===== src/rtl/inst_enc_sbm.sv =====
`default_nettype none
// ============================================================================
// Module   : inst_enc_sbm (with package inst_enc_sbm_pkg)
// Brief    : RV32I instruction encoder. Packs decoded fields and a full
//            32-bit immediate into an instruction word, flags immediates that
//            the selected format cannot represent, and queues results in a
//            2-entry valid/ready output FIFO.
// Revision : 1.0 - initial release
// ============================================================================

package inst_enc_sbm_pkg;
  typedef enum logic [2:0] {
    INST_TYPE_R = 3'd0,
    INST_TYPE_I = 3'd1,
    INST_TYPE_S = 3'd2,
    INST_TYPE_B = 3'd3,
    INST_TYPE_U = 3'd4,
    INST_TYPE_J = 3'd5
  } cs_inst_type;
endpackage

module inst_enc_sbm
  import inst_enc_sbm_pkg::*;
#(
  parameter int FIFO_DEPTH = 2,
  parameter int CNT_W      = 16
) (
  input  logic             clk_i,
  input  logic             rst_i,
  input  logic             flush_i,
  input  logic             valid_i,
  output logic             ready_o,
  input  cs_inst_type      inst_type_i,
  input  logic [6:0]       opcode_i,
  input  logic [4:0]       rd_i,
  input  logic [4:0]       rs1_i,
  input  logic [4:0]       rs2_i,
  input  logic [2:0]       funct3_i,
  input  logic [6:0]       funct7_i,
  input  logic [31:0]      imm_i,
  output logic             valid_o,
  input  logic             ready_i,
  output logic [31:0]      inst_o,
  output logic             err_o,
  output logic [CNT_W-1:0] enc_cnt_o,
  output logic [CNT_W-1:0] err_cnt_o
);

  localparam logic [1:0]       c_depth   = FIFO_DEPTH[1:0];
  localparam logic [CNT_W-1:0] c_cnt_one = {{(CNT_W-1){1'b0}}, 1'b1};
  localparam logic [CNT_W-1:0] c_cnt_max = {CNT_W{1'b1}};

  // Head entry drives the outputs directly; tail only holds the second entry.
  logic [1:0]       r_count;
  logic [31:0]      r_head_inst;
  logic             r_head_err;
  logic [31:0]      r_tail_inst;
  logic             r_tail_err;
  logic [CNT_W-1:0] r_enc_cnt;
  logic [CNT_W-1:0] r_err_cnt;

  logic [31:0] w_raw;
  logic        w_err;
  logic [31:0] w_enc;
  logic        w_ready;
  logic        w_push;
  logic        w_pop;

  // Representability: the immediate must be a sign extension of its top
  // encodable bit; branch/jump targets must also be halfword aligned.
  logic w_fit12;
  logic w_fit13;
  logic w_fit21;
  assign w_fit12 = (&imm_i[31:11]) | ~(|imm_i[31:11]);
  assign w_fit13 = (&imm_i[31:12]) | ~(|imm_i[31:12]);
  assign w_fit21 = (&imm_i[31:20]) | ~(|imm_i[31:20]);

  // Field packing and range check for the selected instruction format.
  always_comb begin
    w_raw = 32'h0000_0000;
    w_err = 1'b0;
    case (inst_type_i)
      INST_TYPE_R: begin
        w_raw = {funct7_i, rs2_i, rs1_i, funct3_i, rd_i, opcode_i};
      end
      INST_TYPE_I: begin
        w_raw = {imm_i[11:0], rs1_i, funct3_i, rd_i, opcode_i};
        w_err = ~w_fit12;
      end
      INST_TYPE_S: begin
        w_raw = {imm_i[11:5], rs2_i, rs1_i, funct3_i, imm_i[4:0], opcode_i};
        w_err = ~w_fit12;
      end
      INST_TYPE_B: begin
        w_raw = {imm_i[12], imm_i[10:5], rs2_i, rs1_i, funct3_i,
                 imm_i[4:1], imm_i[11], opcode_i};
        w_err = ~w_fit13 | imm_i[0];
      end
      INST_TYPE_U: begin
        w_raw = {imm_i[31:12], rd_i, opcode_i};
        w_err = |imm_i[11:0];
      end
      INST_TYPE_J: begin
        w_raw = {imm_i[20], imm_i[10:1], imm_i[11], imm_i[19:12], rd_i, opcode_i};
        w_err = ~w_fit21 | imm_i[0];
      end
      default: begin
        w_err = 1'b1;
      end
    endcase
  end

  // A rejected request is stored as the all-zero illegal instruction.
  assign w_enc   = w_err ? 32'h0000_0000 : w_raw;
  assign w_ready = (r_count < c_depth) && !flush_i;
  assign w_push  = valid_i && w_ready;
  assign w_pop   = (r_count != 2'd0) && ready_i;

  // Two-entry FIFO: head/tail shuffle; head data is left untouched on empty.
  always_ff @(posedge clk_i or posedge rst_i) begin
    if (rst_i) begin
      r_count     <= 2'd0;
      r_head_inst <= 32'h0000_0000;
      r_head_err  <= 1'b0;
      r_tail_inst <= 32'h0000_0000;
      r_tail_err  <= 1'b0;
    end else if (flush_i) begin
      r_count <= 2'd0;
    end else begin
      case (r_count)
        2'd0: begin
          if (w_push) begin
            r_head_inst <= w_enc;
            r_head_err  <= w_err;
            r_count     <= 2'd1;
          end
        end
        2'd1: begin
          if (w_push && w_pop) begin
            r_head_inst <= w_enc;
            r_head_err  <= w_err;
          end else if (w_push) begin
            r_tail_inst <= w_enc;
            r_tail_err  <= w_err;
            r_count     <= 2'd2;
          end else if (w_pop) begin
            r_count <= 2'd0;
          end
        end
        default: begin
          if (w_pop) begin
            r_head_inst <= r_tail_inst;
            r_head_err  <= r_tail_err;
            r_count     <= 2'd1;
          end
        end
      endcase
    end
  end

  // Saturating statistics; flush does not touch them.
  always_ff @(posedge clk_i or posedge rst_i) begin
    if (rst_i) begin
      r_enc_cnt <= '0;
      r_err_cnt <= '0;
    end else if (w_push) begin
      if (r_enc_cnt != c_cnt_max) begin
        r_enc_cnt <= r_enc_cnt + c_cnt_one;
      end
      if (w_err && (r_err_cnt != c_cnt_max)) begin
        r_err_cnt <= r_err_cnt + c_cnt_one;
      end
    end
  end

  assign ready_o   = w_ready;
  assign valid_o   = (r_count != 2'd0);
  assign inst_o    = r_head_inst;
  assign err_o     = r_head_err;
  assign enc_cnt_o = r_enc_cnt;
  assign err_cnt_o = r_err_cnt;

endmodule
`default_nettype wire

===== config.mk =====
export PLATFORM = sky130hd
export DESIGN_NAME = inst_enc_sbm
export DESIGN_NICKNAME = d
export VERILOG_FILES = /design/src/rtl/inst_enc_sbm.sv
export SDC_FILE = /design/constraint.sdc
export NUM_CORES = 1
export LEC_CHECK = 0
export BUFFER_PORTS_ARGS = -buffer_cell sky130_fd_sc_hd__buf_2
export CAP_MARGIN = 10
export CORE_MARGIN = 3
export CORE_UTILIZATION = 59
export CTS_BUF_LIST = sky130_fd_sc_hd__clkbuf_8
export DETAILED_ROUTE_END_ITERATION = 10
export PLACE_DENSITY = 0.94
export REMOVE_ABC_BUFFERS = 1
export SLEW_MARGIN = 0
export SYNTH_ARGS = -nofsm -noshare
export SYNTH_HDL_FRONTEND = slang
export SYNTH_SLANG_ARGS = --single-unit

===== constraint.sdc =====
create_clock -name clk_i -period 7.5 [get_ports clk_i]
set_clock_uncertainty 0.1 [all_clocks]
set_input_delay 0.75 -clock clk_i [delete_from_list [all_inputs] [get_ports clk_i]]
set_output_delay 0.75 -clock clk_i [all_outputs]
set_load 0.1 [all_outputs]

Word-level counts from Yosys, hierarchy flattened
Cells that the tools add are included.
{ "totals": {"mem_bits_ro": 0, "out_inout_bits": 67, "regBits": 100, "in_bits": 72, "mem_bits_rw": 0, "mem_count": 0, "latch_bits": 0, "wordCells": 78} }
{ "op_classes": {"reduce_logical": 24, "bitwise": 13, "eq_ne": 13, "add_sub_neg": 2, "n_shift": 0, "mul": 0, "n_mux": 18, "order_cmp": 1, "n_div": 0} }
{ "ops": {"columns": ["operator", "count"], "rows": [
  ["one-hot mux 32 bit (6 select lines)", 1],
  ["two-way mux 32 bit", 4],
  ["one-hot mux 32 bit (2 select lines)", 1],
  ["adder 16 x 1 -> 16 bit, second input constant", 2],
  ["!= test 16 bit, second input constant", 2],
  ["OR reduction 12 bit", 2],
  ["AND reduction 21 bit", 1],
  ["OR reduction 21 bit", 1],
  ["AND reduction 20 bit", 1],
  ["OR reduction 20 bit", 1],
  ["two-way mux 2 bit", 6],
  ["AND reduction 12 bit", 1],
  ["AND reduction 4 bit", 3],
  ["NOT 1 bit", 8],
  ["equality test 3 x 2 -> 1 bit, second input constant", 2],
  ["equality test 3 bit, second input constant", 2],
  ["!= test 3 bit, second input constant", 2],
  ["logical AND 1 bit", 5],
  ["OR 1 bit", 5],
  ["one-hot mux 1 bit (5 select lines)", 1],
  ["!= test 2 bit, second input constant", 2],
  ["!= test 4 bit, second input constant", 1],
  ["one-hot mux 2 bit (2 select lines)", 1],
  ["AND reduction 2 bit", 2],
  ["other kinds (12)", 14]
]} }

Longest topological paths before layout
Gate-level depths: netlist of run 1.
{ "depth": {"word_depth": 9, "depth_mapped": 9, "ltp_nobuf": 7} }

Worst setup path after synthesis of run 1
No wires, ideal clock.
{ "synth_path": {"path_kind": "reg2out", "start": "register r_count[1]", "end": "output port ready_o", "n_path_buf": 2, "required_time_ns": 6.650, "stages_incl_launch_ff": 4, "t_arrival_ns": 2.009, "slack_ns": 4.641, "path_cell_list": "dfrtp_1 -> clkbuf_1 -> clkbuf_1 -> nor2_1"} }
{ "synth_via": {"elab_chain_cells": 2} }
{ "synth_rtl": {"columns": ["item", "line", "source"], "rows": [
  ["start: declaration", "54", "logic [1:0] r_count;"],
  ["start signal: assignment", "122", "r_count <= 2'd0;"],
  ["start signal: assignment", "128", "r_count <= 2'd0;"],
  ["start signal: assignment", "135", "r_count <= 2'd1;"],
  ["less-than comparator 2 bit", "115", "assign w_ready = (r_count < c_depth) && !flush_i;"],
  ["logical AND 1 bit", "115", null],
  ["end: declaration", "32", "output logic ready_o,"]
]} }
No other way between the ends.

Final worst setup path of run 1
{ "layout_path": {"start": "input port inst_type_i[2]", "end": "register r_head_inst[31] (netlist: inst_o[31])"} }
{ "layout_via": {"elab_chain_cells": 6, "elab_cells_between_ends": 13, "cone_classes": "eq/ne (5); mux (6); reduce/logical (2)"} }
{ "layout_rtl": {"columns": ["item", "line", "source"], "rows": [
  ["start: declaration", "33", "input cs_inst_type inst_type_i,"],
  ["equality test 3 x 2 -> 1 bit or equality test 3 x 1 -> 1 bit (tied branches)", "82", "case (inst_type_i)"],
  ["OR reduction 2 bit (no source line)", null, null],
  ["one-hot mux 1 bit (5 select lines)", "82", null],
  ["two-way mux 32 bit (*)", "114", "assign w_enc = w_err ? 32'h0000_0000 : w_raw;"],
  ["two-way mux 32 bit (on tied branches)", "139, 132", null],
  ["one-hot mux 32 bit (2 select lines) (*)", "130", "case (r_count)"],
  ["end signal: assignment", "133", "r_head_inst <= w_enc;"],
  ["end signal: assignment", "140", "r_head_inst <= w_enc;"],
  ["end signal: assignment", "152", "r_head_inst <= r_tail_inst;"],
  ["end: declaration", "55", "logic [31:0] r_head_inst;"]
]} }
Mark *: on every way between the ends. The rest lies on a longest branch, timed or not. The select of a mux whose other input is x is not followed.
A chain may end at the register's enable or synchronous reset.

==> metrics.md, run 1 <==
| Metric | Value |
|---|---|
| Status | finished, final reports clean |
| Met1 Wirelength | ~5300 um |
| Buffers on Ports | 138 |
| Initial core utilization | 0.612 |
| # resized after CTS | 0 |
| Gpl congestion | approximately 0.88 |
| Post-synthesis cell type count | 39 |
| Grt ovf | 0 |
| Max Root-Sink Buffers | 2 |
| Vias per Instance | around 6.3 |
| Nets@finish | a little over 700 |
| DIE AREA | between 0.009 and 0.01 sq mm |
| Global router's overall resource usage | 0.291 |
| Synth area leaders | dfrtp_1, o22ai_2, o31ai_1 |
| Seq/Total Area, Yosys | 0.493 |
| CP cell instances | buf_2 > nor2b_1 > o21ai_1 > o221ai_4 > buf_4 > or3_1 > buf_4 > o21ai_0 |
| Worst flop-to-flop path endpoint | inst_o[31] |
| RSZ-0062 raised after global routing | false |
| Post-synthesis cell count | between 500 and 600 |
| Most used flip-flop cell after synthesis | dfrtp_1 |
| Number of synthesized register bits | 100 |
| Max Cap Viol | 0 |
| Req. time, crit path | between 7000 and 8000 ps |
| CTS Hold Buffers Added | 0 |
| Post-CTS Setup Inserts | 0 |
| Met3 wire len | 987 um |
| DR top layer | met4 |
| Final period utilization | 0.503 |
| First-pass GRT wire length | 23100 um |
| Vias in the first global route | 4769 |
| Met2 Wirelength | about 7300 um |
| I/O pin cnt | about 140 |
| Core area | approximately 0.0083 sq mm |
| Number of synthesized flops with an enable pin | 0 |
| Site Rows | 33 |
| Clock sinks | 100 |
| Critical path class | in -> reg |
| Mapped cell area | 0.00508 sq mm |
| Setup WS pre-CTS | between 3000 and 4000 ps |
| Slowest cell on the critical path | or3_1 |
| Pwr per Cell Area | roughly 300 mW/mm^2 |
| Count leader, synth | dfrtp_1 |
| R2r setup slk | 4890 ps |
| Max Transition Viols Final | 0 |
| Synth cell count leaders | dfrtp_1, nand2_1, a21oi_1, nor2_1, o31ai_1 |
| Total number of vias | 4723 |
| Drt initial violations | between 400 and 500 |
| Async set-or-reset flop fraction in the synthesized netlist | 1.00 |
| Worst reg2reg path depth | 7 |
| CP max stage delay | between 600 and 700 ps |
| Worst Tran Pin Value | ~1200 ps |
| Slew margin rel. | 0.221 |
| Inserted Clock Buffers | 9 |
| Setup TNS | 0 ps |
| Worst setup EP type | register |
| WL final | approximately 14000 um |
| Post-DP HPWL | approximately 9600 um |
| RR Startpoint | r_count[1] |
| Fraction of layout cells with a size suffix above 1 | 0.291 |
| Design area | between 0.006 and 0.007 sq mm |
| H-tree depth | 3 |
| # fillers | between 500 and 600 |
| Yosys top cell by area | dfrtp_1 |
| Chip Height | slightly below 100 um |
| Critical Path Most Common Cell | buf_4 |
| FMAX | between 0.2 and 0.3 GHz |
| Placed Area | between 0.005 and 0.006 sq mm |
| Initial antenna violation count | 0 |
| Die X | just under 100 um |
| Yosys warns | 0 |
| ANT cells | 0 |
| Final setup vio count | 0 |
| Worst Path Max Fanout | 50 |
| CTS tree | yes |
| VDD IR-drop max | 177 uV |
| # DRC | 0 |
| Clk slew on worst S/H paths | roughly 100 ps |
| Setup WS post-layout | 3720 ps |
| Post-Syn Area per Cell | 9.75 sq um |
| Worst path arrival time | 3900 ps |
| Routed WL per cell | 18.7 um |
| Critical Path Start Type | primary input |
| Latest clock arrival within the worst-skew pair | approximately 370 ps |
| Layout area overhead | 18.2% |
| Final Hold Viols | 0 |
| Share of Yosys cell area claimed by the top area cell type | 0.493 |
| Clock Tree Root | clkbuf_8 |
| LEAKAGE | between 2 and 3 nW |
| Largest net degree at the start of global routing | 67 |
| Antenna-violating nets left | 0 |
| Min Tclk post-route | between 3000 and 4000 ps |
| DR pass1 iterations | 5 |
| HP Class | in -> async |
==> report_power, final <==
part / total, W / switching [W] / leakage (nW) / internal [W]
Combinational: 0.000739 / 0.000600 / 1.44 / 0.000139
Clock: 0.000351 / 0.000188 / 0.104 / 0.000163
Sequential: 0.000703 / 0.0000792 / 1.31 / 0.000623
Total: 0.00179 / 0.000867 / 2.85 / 0.000926
==> sequential cells by signal, indices dropped and copies added, names as in the netlist <==
| register | flops |
|---|---|
| enc_cnt_o | 16 |
| err_cnt_o | 16 |
| err_o | 1 |
| inst_o | 32 |
| r_count | 2 |
| r_tail_err | 1 |
| r_tail_inst | 32 |
==> through the flow <==
stage | utilization | hold slack [ps] | total power [W] | cells
after global placement | 0.699 | 352 | 0.00142 | 734
after detailed placement | 0.699 | 357 | 0.00144 | 734
after global routing | 0.723 | 305 | 0.00186 | 750
final | 0.723 | 284 | 0.00179 | 750
after floorplan | - | 340 | 0.00128 | 485
after CTS | 0.723 | 299 | 0.00179 | 750
==> routing by layer <==
layer | up-vias | GRT usage
met5 | - | 0
met4 | 0 | 0.136
met3 | 46 | 0.0602
met2 | 256 | 0.490
met1 | 2293 | 0.360
li1 | 2128 | -
==> how the worst max path moves through the flow <==
stage	depth (start not counted)	from	end	slack, ps
2_1_floorplan	5	inst_type_i[2]	inst_o[21]	3670
3_3_place_gp	8	inst_type_i[2]	inst_o[31]	3570
3_5_place_dp	8	inst_type_i[2]	inst_o[31]	3420
4_1_cts	8	inst_type_i[2]	inst_o[31]	3780
5_1_grt	8	inst_type_i[2]	inst_o[31]	3540
6_report	8	inst_type_i[2]	inst_o[31]	3720
==> logic make-up after synthesis <==
family,share of synthesized area
adder cells (fa/ha/maj),0.00493
flip-flops,0.493
multiplexers,0.0148
XOR/XNOR,0.0535
buffers and inverters,0.0426
AND/OR/NAND/NOR,0.169
AO/OA/AOI/OAI,0.223
==> cell usage in the layout, fill, tap and decap left out, types with 3 or more instances in the layout <==
cell / netlist / routed
inv_1: 14 / 14
mux2_2: 4 / 4
xor2_1: 5 / 5
nor2_1: 38 / 38
o21ai_0: 11 / 11
dfrtp_1: 100 / 100
o22a_1: 6 / 6
mux2i_1: 3 / 3
a21oi_1: 47 / 47
nand4_1: 18 / 18
clkbuf_8: 0 / 10
xnor2_1: 26 / 26
and3_1: 20 / 20
o22ai_2: 20 / 20
nor2b_1: 11 / 11
nand2_1: 51 / 51
nor3_1: 3 / 3
and4_1: 4 / 4
o31ai_1: 32 / 32
a22oi_1: 21 / 21
and2_1: 3 / 3
buf_4: 0 / 6
o21ai_1: 12 / 11
nor4_1: 10 / 10
a31oi_1: 3 / 3
buf_2: 5 / 138
nand3_1: 9 / 9
==> critical path, delay by kind of cell <==
| family | cells | cell delay, ps |
|---|---|---|
| AND/OR/NAND/NOR | 2 | 1260 |
| AO/OA/AOI/OAI | 3 | 580 |
| buffers and inverters | 3 | 1280 |
==> cell type report <==
class	instances	area, sq um	share of cell area
clock inverter	6	63.8	0.0106
timing repair buffer	144	736	0.123
clock buffer	10	138	0.0229
multi-input combinational	371	2370	0.396
inverter	14	55.1	0.00917
sequential	100	2500	0.417
tap	105	131	0.0219
Note: power is estimated with default switching activity, not from simulation.
==> run 2: changes to the inputs <==
--- a/config.mk
+++ b/config.mk
@@ -8,10 +8,10 @@
 export BUFFER_PORTS_ARGS = -buffer_cell sky130_fd_sc_hd__buf_2
 export CAP_MARGIN = 10
 export CORE_MARGIN = 3
-export CORE_UTILIZATION = 59
+export CORE_UTILIZATION = 49
 export CTS_BUF_LIST = sky130_fd_sc_hd__clkbuf_8
 export DETAILED_ROUTE_END_ITERATION = 10
-export PLACE_DENSITY = 0.94
+export PLACE_DENSITY = 0.84
 export REMOVE_ABC_BUFFERS = 1
 export SLEW_MARGIN = 0
 export SYNTH_ARGS = -nofsm -noshare
==> constraint.sdc (replaced) <==
create_clock -name clk_i -period 3.25 [get_ports clk_i]
set_clock_uncertainty 0.1 [all_clocks]
set_input_delay 0.325 -clock clk_i [delete_from_list [all_inputs] [get_ports clk_i]]
set_output_delay 0.325 -clock clk_i [all_outputs]
set_load 0.1 [all_outputs]
==> run 2 against run 1 <==
Compared with the run above:
- clock power grew 100%
- design area rose by 0.75%
- combinational power is 130% higher
- highest routed layer unchanged
- largest cell class unchanged
- sequential cell count is the same
- register-to-register slack got worse by 4100 ps
- final cell count rose by 4.4%
- count of clock-buffer cells in the layout unchanged
- wire length shrank 4.4%
- sequential share of layout area decreased by 0.31 points
- setup slack lost 3000 ps
==> metrics.md, run 2 (synthesis results as in run 1) <==
| Metric | Value |
|---|---|
| Status | finished, final reports clean |
| Initial core utilization | 0.513 |
| Sequential Area | 0.00250 sq mm |
| Placed Area | 0.00587 sq mm |
| Buffers on Ports | approximately 140 |
| Worst setup EP type | register |
| WL final | 13400 um |
| Clock Tree Root | clkbuf_8 |
| Met1 usage | 0.316 |
| Latest clock arrival within the worst-skew pair | between 300 and 400 ps |
| Most frequent cells in the layout | buf_2, dfrtp_1, nand2_1, a21oi_1, nor2_1 |
| Req. time, crit path | between 3000 and 4000 ps |
| Die X | approximately 110 um |
| Worst path arrival time | 2740 ps |
| Site Rows | 36 |
| Largest net degree at the start of global routing | 67 |
| Clock share of power | 0.177 |
| Switching pwr | 0.00196 W |
| Post-CTS Setup Inserts | 0 |
| M2 GR Usage | 0.390 |
| Worst Path Max Fanout | 32 |
| First-pass GRT wire length | 22000 um |
| Nets@finish | around 720 |
| # fillers | 854 |
| Gpl congestion | slightly above 0.9 |
| H-tree depth | 3 |
| Global router's overall resource usage | 0.235 |
| Vias per Instance | around 5.8 |
| Critical path class | in -> reg |
| Comb pwr share | 0.423 |
| GRT busiest layer | met2 |
| Critical Path Start Type | primary input |
| Multi-input gate area | roughly 0.0024 sq mm |
| Routed WL per cell | between 15 and 20 um |
| CTS tree | yes |
| Crit path capture | inst_o[21] |
| Post-DP HPWL | just under 10000 um |
| Inserted Clock Buffers | 9 |
| Chip Height | around 110 um |
| VDD IR-drop max | ~310 uV |
| Slew margin rel. | 0.417 |
| Pwr per Cell Area | roughly 660 mW/mm^2 |
| DR pass1 iterations | 7 |
| R2r setup slk | between 800 and 900 ps |
| FMAX | between 0.3 and 0.4 GHz |
| Design area | about 0.0060 sq mm |
| Core area | 0.00991 sq mm |
| # resized after CTS | 0 |
| Worst reg2reg path depth | 6 |
| I/O pin cnt | between 100 and 150 |
| LEAKAGE | roughly 2.9 nW |
| Final Hold Viols | 0 |
| Switch share | 0.488 |
| Max Cap Viol | 0 |
| HP Class | in -> reg |
| Worst flop-to-flop path endpoint | enc_cnt_o[12] |
| Grt ovf | 0 |
| Final setup vio count | 0 |
| Sequential power share | 0.399 |
| Total number of vias | 4576 |
| Worst Tran Pin Value | between 800 and 900 ps |
| Vias in the first global route | about 4500 |
| Antenna-violating nets left | 0 |
| CTS Hold Buffers Added | 1 |
| Clk slew on worst S/H paths | approximately 80 ps |
| Fraction of layout cells with a size suffix above 1 | 0.295 |
| Min Tclk post-route | 2570 ps |
| Layout area overhead | 19.0% |
| DIE AREA | between 0.01 and 0.015 sq mm |
| Initial antenna violation count | 0 |
| Pint | just over 0.002 W |
| RR Startpoint | r_count[1] |
| CP Launch Point | imm_i[28] |
| Setup TNS | 0 ps |
| Clock sinks | 100 |
| Final period utilization | 0.792 |
| Met3 Use GR | 0.0264 |
| Max Transition Viols Final | 0 |
| ANT cells | 0 |
| Most common cell after layout, fill and taps aside | buf_2 |
| Max Root-Sink Buffers | 2 |
| RSZ-0062 raised after global routing | false |
| Drt initial violations | ~330 |
| # DRC | 0 |
==> run 2: cell count changes in the layout (fill, tap and decap cells not counted) <==
cell,delta
clkinvlp_4,+1
inv_6,-1
bufinv_16,-1
clkinv_4,-1
buf_4,+4
dlygate4sd3_1,+1
or3_2,+1
clkinv_2,+1
inv_1,+1
or3_1,-1
==> run 2: critical path, cell delays in order <==
cell and delay (ps):
buf_2 110, nor4_1 340, and3_1 250, nand3_1 100
a31oi_1 310, o221ai_4 130, or3_2 860, o21ai_0 310
==> run 2: stage by stage <==
step                power, W  utilization  instances  hold WS, ps  setup slack (ps)
detailed placement   0.00334        0.592        766          359               380
floorplan            0.00295            -        485          292              -320
CTS                  0.00403        0.610        783          101               753
global route         0.00419        0.610        783          118               582
finish               0.00402        0.610        783          114               676
global placement     0.00329        0.592        766          353               496
==> run 2: final cells by class <==
cell class | count | share of cell area
sequential | 100 | 0.414
multi-input combinational | 371 | 0.393
timing repair buffer | 149 | 0.128
tap | 133 | 0.0275
clock buffer | 10 | 0.0228
inverter | 14 | 0.00911
clock inverter | 6 | 0.00538
==> run 2: power groups by stage <==
stage	Combinational [W]	Sequential [W]	Clock, W
3_3_place_gp	0.00167	0.00161	0
5_1_grt	0.00178	0.00163	0.000777
6_report	0.00170	0.00160	0.000713
4_1_cts	0.00171	0.00160	0.000722
2_1_floorplan	0.000381	0.00257	0
3_5_place_dp	0.00171	0.00163	0
==> run 2: worst min path at each step <==
stage,startpoint,endpoint,cells past startpoint
floorplan,flush_i,r_count[0],1
global placement,r_tail_inst[21],r_tail_inst[21],2
detailed placement,r_tail_inst[23],r_tail_inst[23],2
CTS,flush_i,r_count[0],2
global route,flush_i,r_count[0],2
finish,flush_i,r_count[0],2
==> run 2: layer usage <==
| layer | vias up | part of all wire |
|---|---|---|
| met2 | 178 | 0.50 |
| met1 | 2224 | 0.41 |
| li1 | 2137 | - |
| met4 | 0 | 0.027 |
| met5 | - | 0 |
| met3 | 37 | 0.057 |
==> run 3: changes to the inputs <==
==> constraint.sdc (replaced) <==
create_clock -name clk_i -period 2.2 [get_ports clk_i]
set_clock_uncertainty 0.1 [all_clocks]
set_input_delay 0.22 -clock clk_i [delete_from_list [all_inputs] [get_ports clk_i]]
set_output_delay 0.22 -clock clk_i [all_outputs]
set_load 0.1 [all_outputs]
==> run 3 against run 2 <==
Compared with the run above:
- wire length up 3.7%
- count of clock-buffer cells in the layout down 1
- sequential power up 46%
- non-clock buffer count up 49
- clock power up 51%
- utilization up 4.3 points
- worst hold slack worse by 86 ps
- combinational power up 58%
- register-to-register slack worse by 720 ps
- critical path type is now reg -> reg
- critical endpoint is now enc_cnt_o[15]
- largest cell class unchanged
- largest power group unchanged
==> metrics.md, run 3 (synthesis results as in run 1) <==
| Metric | Value |
|---|---|
| Status | finished, final reports clean |
| Grt ovf | 0 |
| Initial core utilization | 0.513 |
| Final setup vio count | 0 |
| First-pass GRT wire length | approximately 23000 um |
| Initial antenna violation count | 0 |
| Most frequent cells in the layout | buf_2, dfrtp_1, buf_4, nand2_1, a21oi_1 |
| Pwr per Cell Area | approximately 940 mW/mm^2 |
| Req. time, crit path | 2350 ps |
| Max Root-Sink Buffers | 2 |
| Global router's overall resource usage | 0.242 |
| Setup TNS | 0 ps |
| Clock Tree Root | clkbuf_8 |
| Vias per Instance | between 5 and 6 |
| Post-CTS Setup Inserts | 0 |
| Critical path class | reg -> reg |
| Antenna-violating nets left | 0 |
| RSZ-0062 raised after global routing | true |
| WHS | approximately 28 ps |
| Gpl congestion | between 0.9 and 1 |
| Largest net degree at the start of global routing | between 40 and 50 |
| Clk slew on worst S/H paths | 100 ps |
| Latest clock arrival within the worst-skew pair | about 370 ps |
| Layout area overhead | 27.4% |
| FMAX | between 0.4 and 0.5 GHz |
| Design area | ~0.0065 sq mm |
| Pwr Total | between 0.006 and 0.007 W |
| Final Hold Viols | 0 |
| Nets@finish | between 700 and 800 |
| Site Rows | 36 |
| Max Cap Viol | 0 |
| # DRC | 0 |
| ANT cells | 0 |
| WL final | 13900 um |
| Slew margin rel. | 0.653 |
| Max Transition Viols Final | 0 |
| I/O pin cnt | 139 |
| DR pass1 iterations | 5 |
| # fillers | 804 |
| Post-DP HPWL | 10300 um |
| Total number of vias | ~4800 |
| Die X | 108 um |
| Critical Path Start Type | register |
| Worst Tran Pin Value | roughly 520 ps |
| H-tree depth | 3 |
| Routed WL per cell | ~17 um |
| Inserted Clock Buffers | 9 |
| Most common cell after layout, fill and taps aside | buf_2 |
| Final period utilization | 0.956 |
| VDD IR-drop max | about 530 uV |
| CTS tree | yes |
| DIE AREA | between 0.01 and 0.015 sq mm |
| Drt initial violations | roughly 340 |
| Core area | a little under 0.01 sq mm |
| Worst setup EP type | register |
| HP Class | in -> reg |
| Min Tclk post-route | around 2100 ps |
| Placed Area | between 0.006 and 0.007 sq mm |
| Vias in the first global route | ~4800 |
| Buffers on Ports | between 100 and 150 |
| Worst path arrival time | 2260 ps |
| Fraction of layout cells with a size suffix above 1 | 0.348 |
| Chip Height | roughly 110 um |
| LEAKAGE | 3.12 nW |
| Clock sinks | 100 |
| Worst Path Max Fanout | 7 |
-- run 3: cell types whose count changed in the layout (fill, tap and decap cells not counted), sizes merged --
cell,change
buf,+47
dlygate4sd3,+2
inv,+2
clkbuf,-1
clkinvlp,-1
-- run 3: worst max-delay path: stages, from the launching register on --
cell	delay (ps)
dfrtp_1	400
and4_1	250
and4_1	230
and2_1	190
a41oi_2	230
and3_4	260
nand3_1	150
xnor2_2	170
-- run 3: metal layers --
| metal | GRT usage | vias to the layer above | share of wire |
|---|---|---|---|
| met3 | 0.0420 | 29 | 0.064 |
| met1 | 0.310 | 2350 | 0.41 |
| li1 | - | 2236 | - |
| met2 | 0.416 | 174 | 0.51 |
| met5 | 0 | - | 0 |
| met4 | 0.0803 | 0 | 0.021 |
-- run 3: timing repair --
item,in CTS,in global routing
gates resized for setup,0,4
endpoints found under the setup margin,0,25
hold endpoints to repair,34,0
hold buffers,3,0
-- run 3: report_power, final --
group | leakage [nW] | total [W] | internal [W] | switching (W)
Clock | 0.0918 | 0.00108 | 0.000420 | 0.000664
Combinational | 1.72 | 0.00268 | 0.000585 | 0.00210
Sequential | 1.31 | 0.00233 | 0.00213 | 0.000207
-- run 3: cell type report --
class / count / area, sq um / area share
flip-flops and latches: 100 / 2500 / 0.387
multi-input cells: 371 / 2390 / 0.370
repair buffers: 198 / 1180 / 0.182
well taps: 133 / 166 / 0.0257
clock buffers: 9 / 124 / 0.0191
inverters: 14 / 55.1 / 0.00851
clock inverters: 7 / 51.3 / 0.00793
-- run 3: worst paths after layout --
kind	from	to	slack, ps	cells past startpoint
setup / recovery	enc_cnt_o[2]	enc_cnt_o[15]	100	7
hold / removal	opcode_i[0]	r_tail_inst[0]	30	3
setup reg to reg	enc_cnt_o[2]	enc_cnt_o[15]	100	7
hold reg to reg	r_tail_inst[21]	r_tail_inst[21]	380	2
max in group asynchronous	rst_i	inst_o[9]	940	4
min in group asynchronous	rst_i	inst_o[3]	310	3
-- run 3: metrics by stage --
step	utilization	setup slack (ps)	cells
global placement	0.630	-160	813
detailed placement	0.630	-296	813
floorplan	-	-1370	485
global route	0.653	-47.2	832
finish	0.653	96.1	832
CTS	0.651	6.55	832
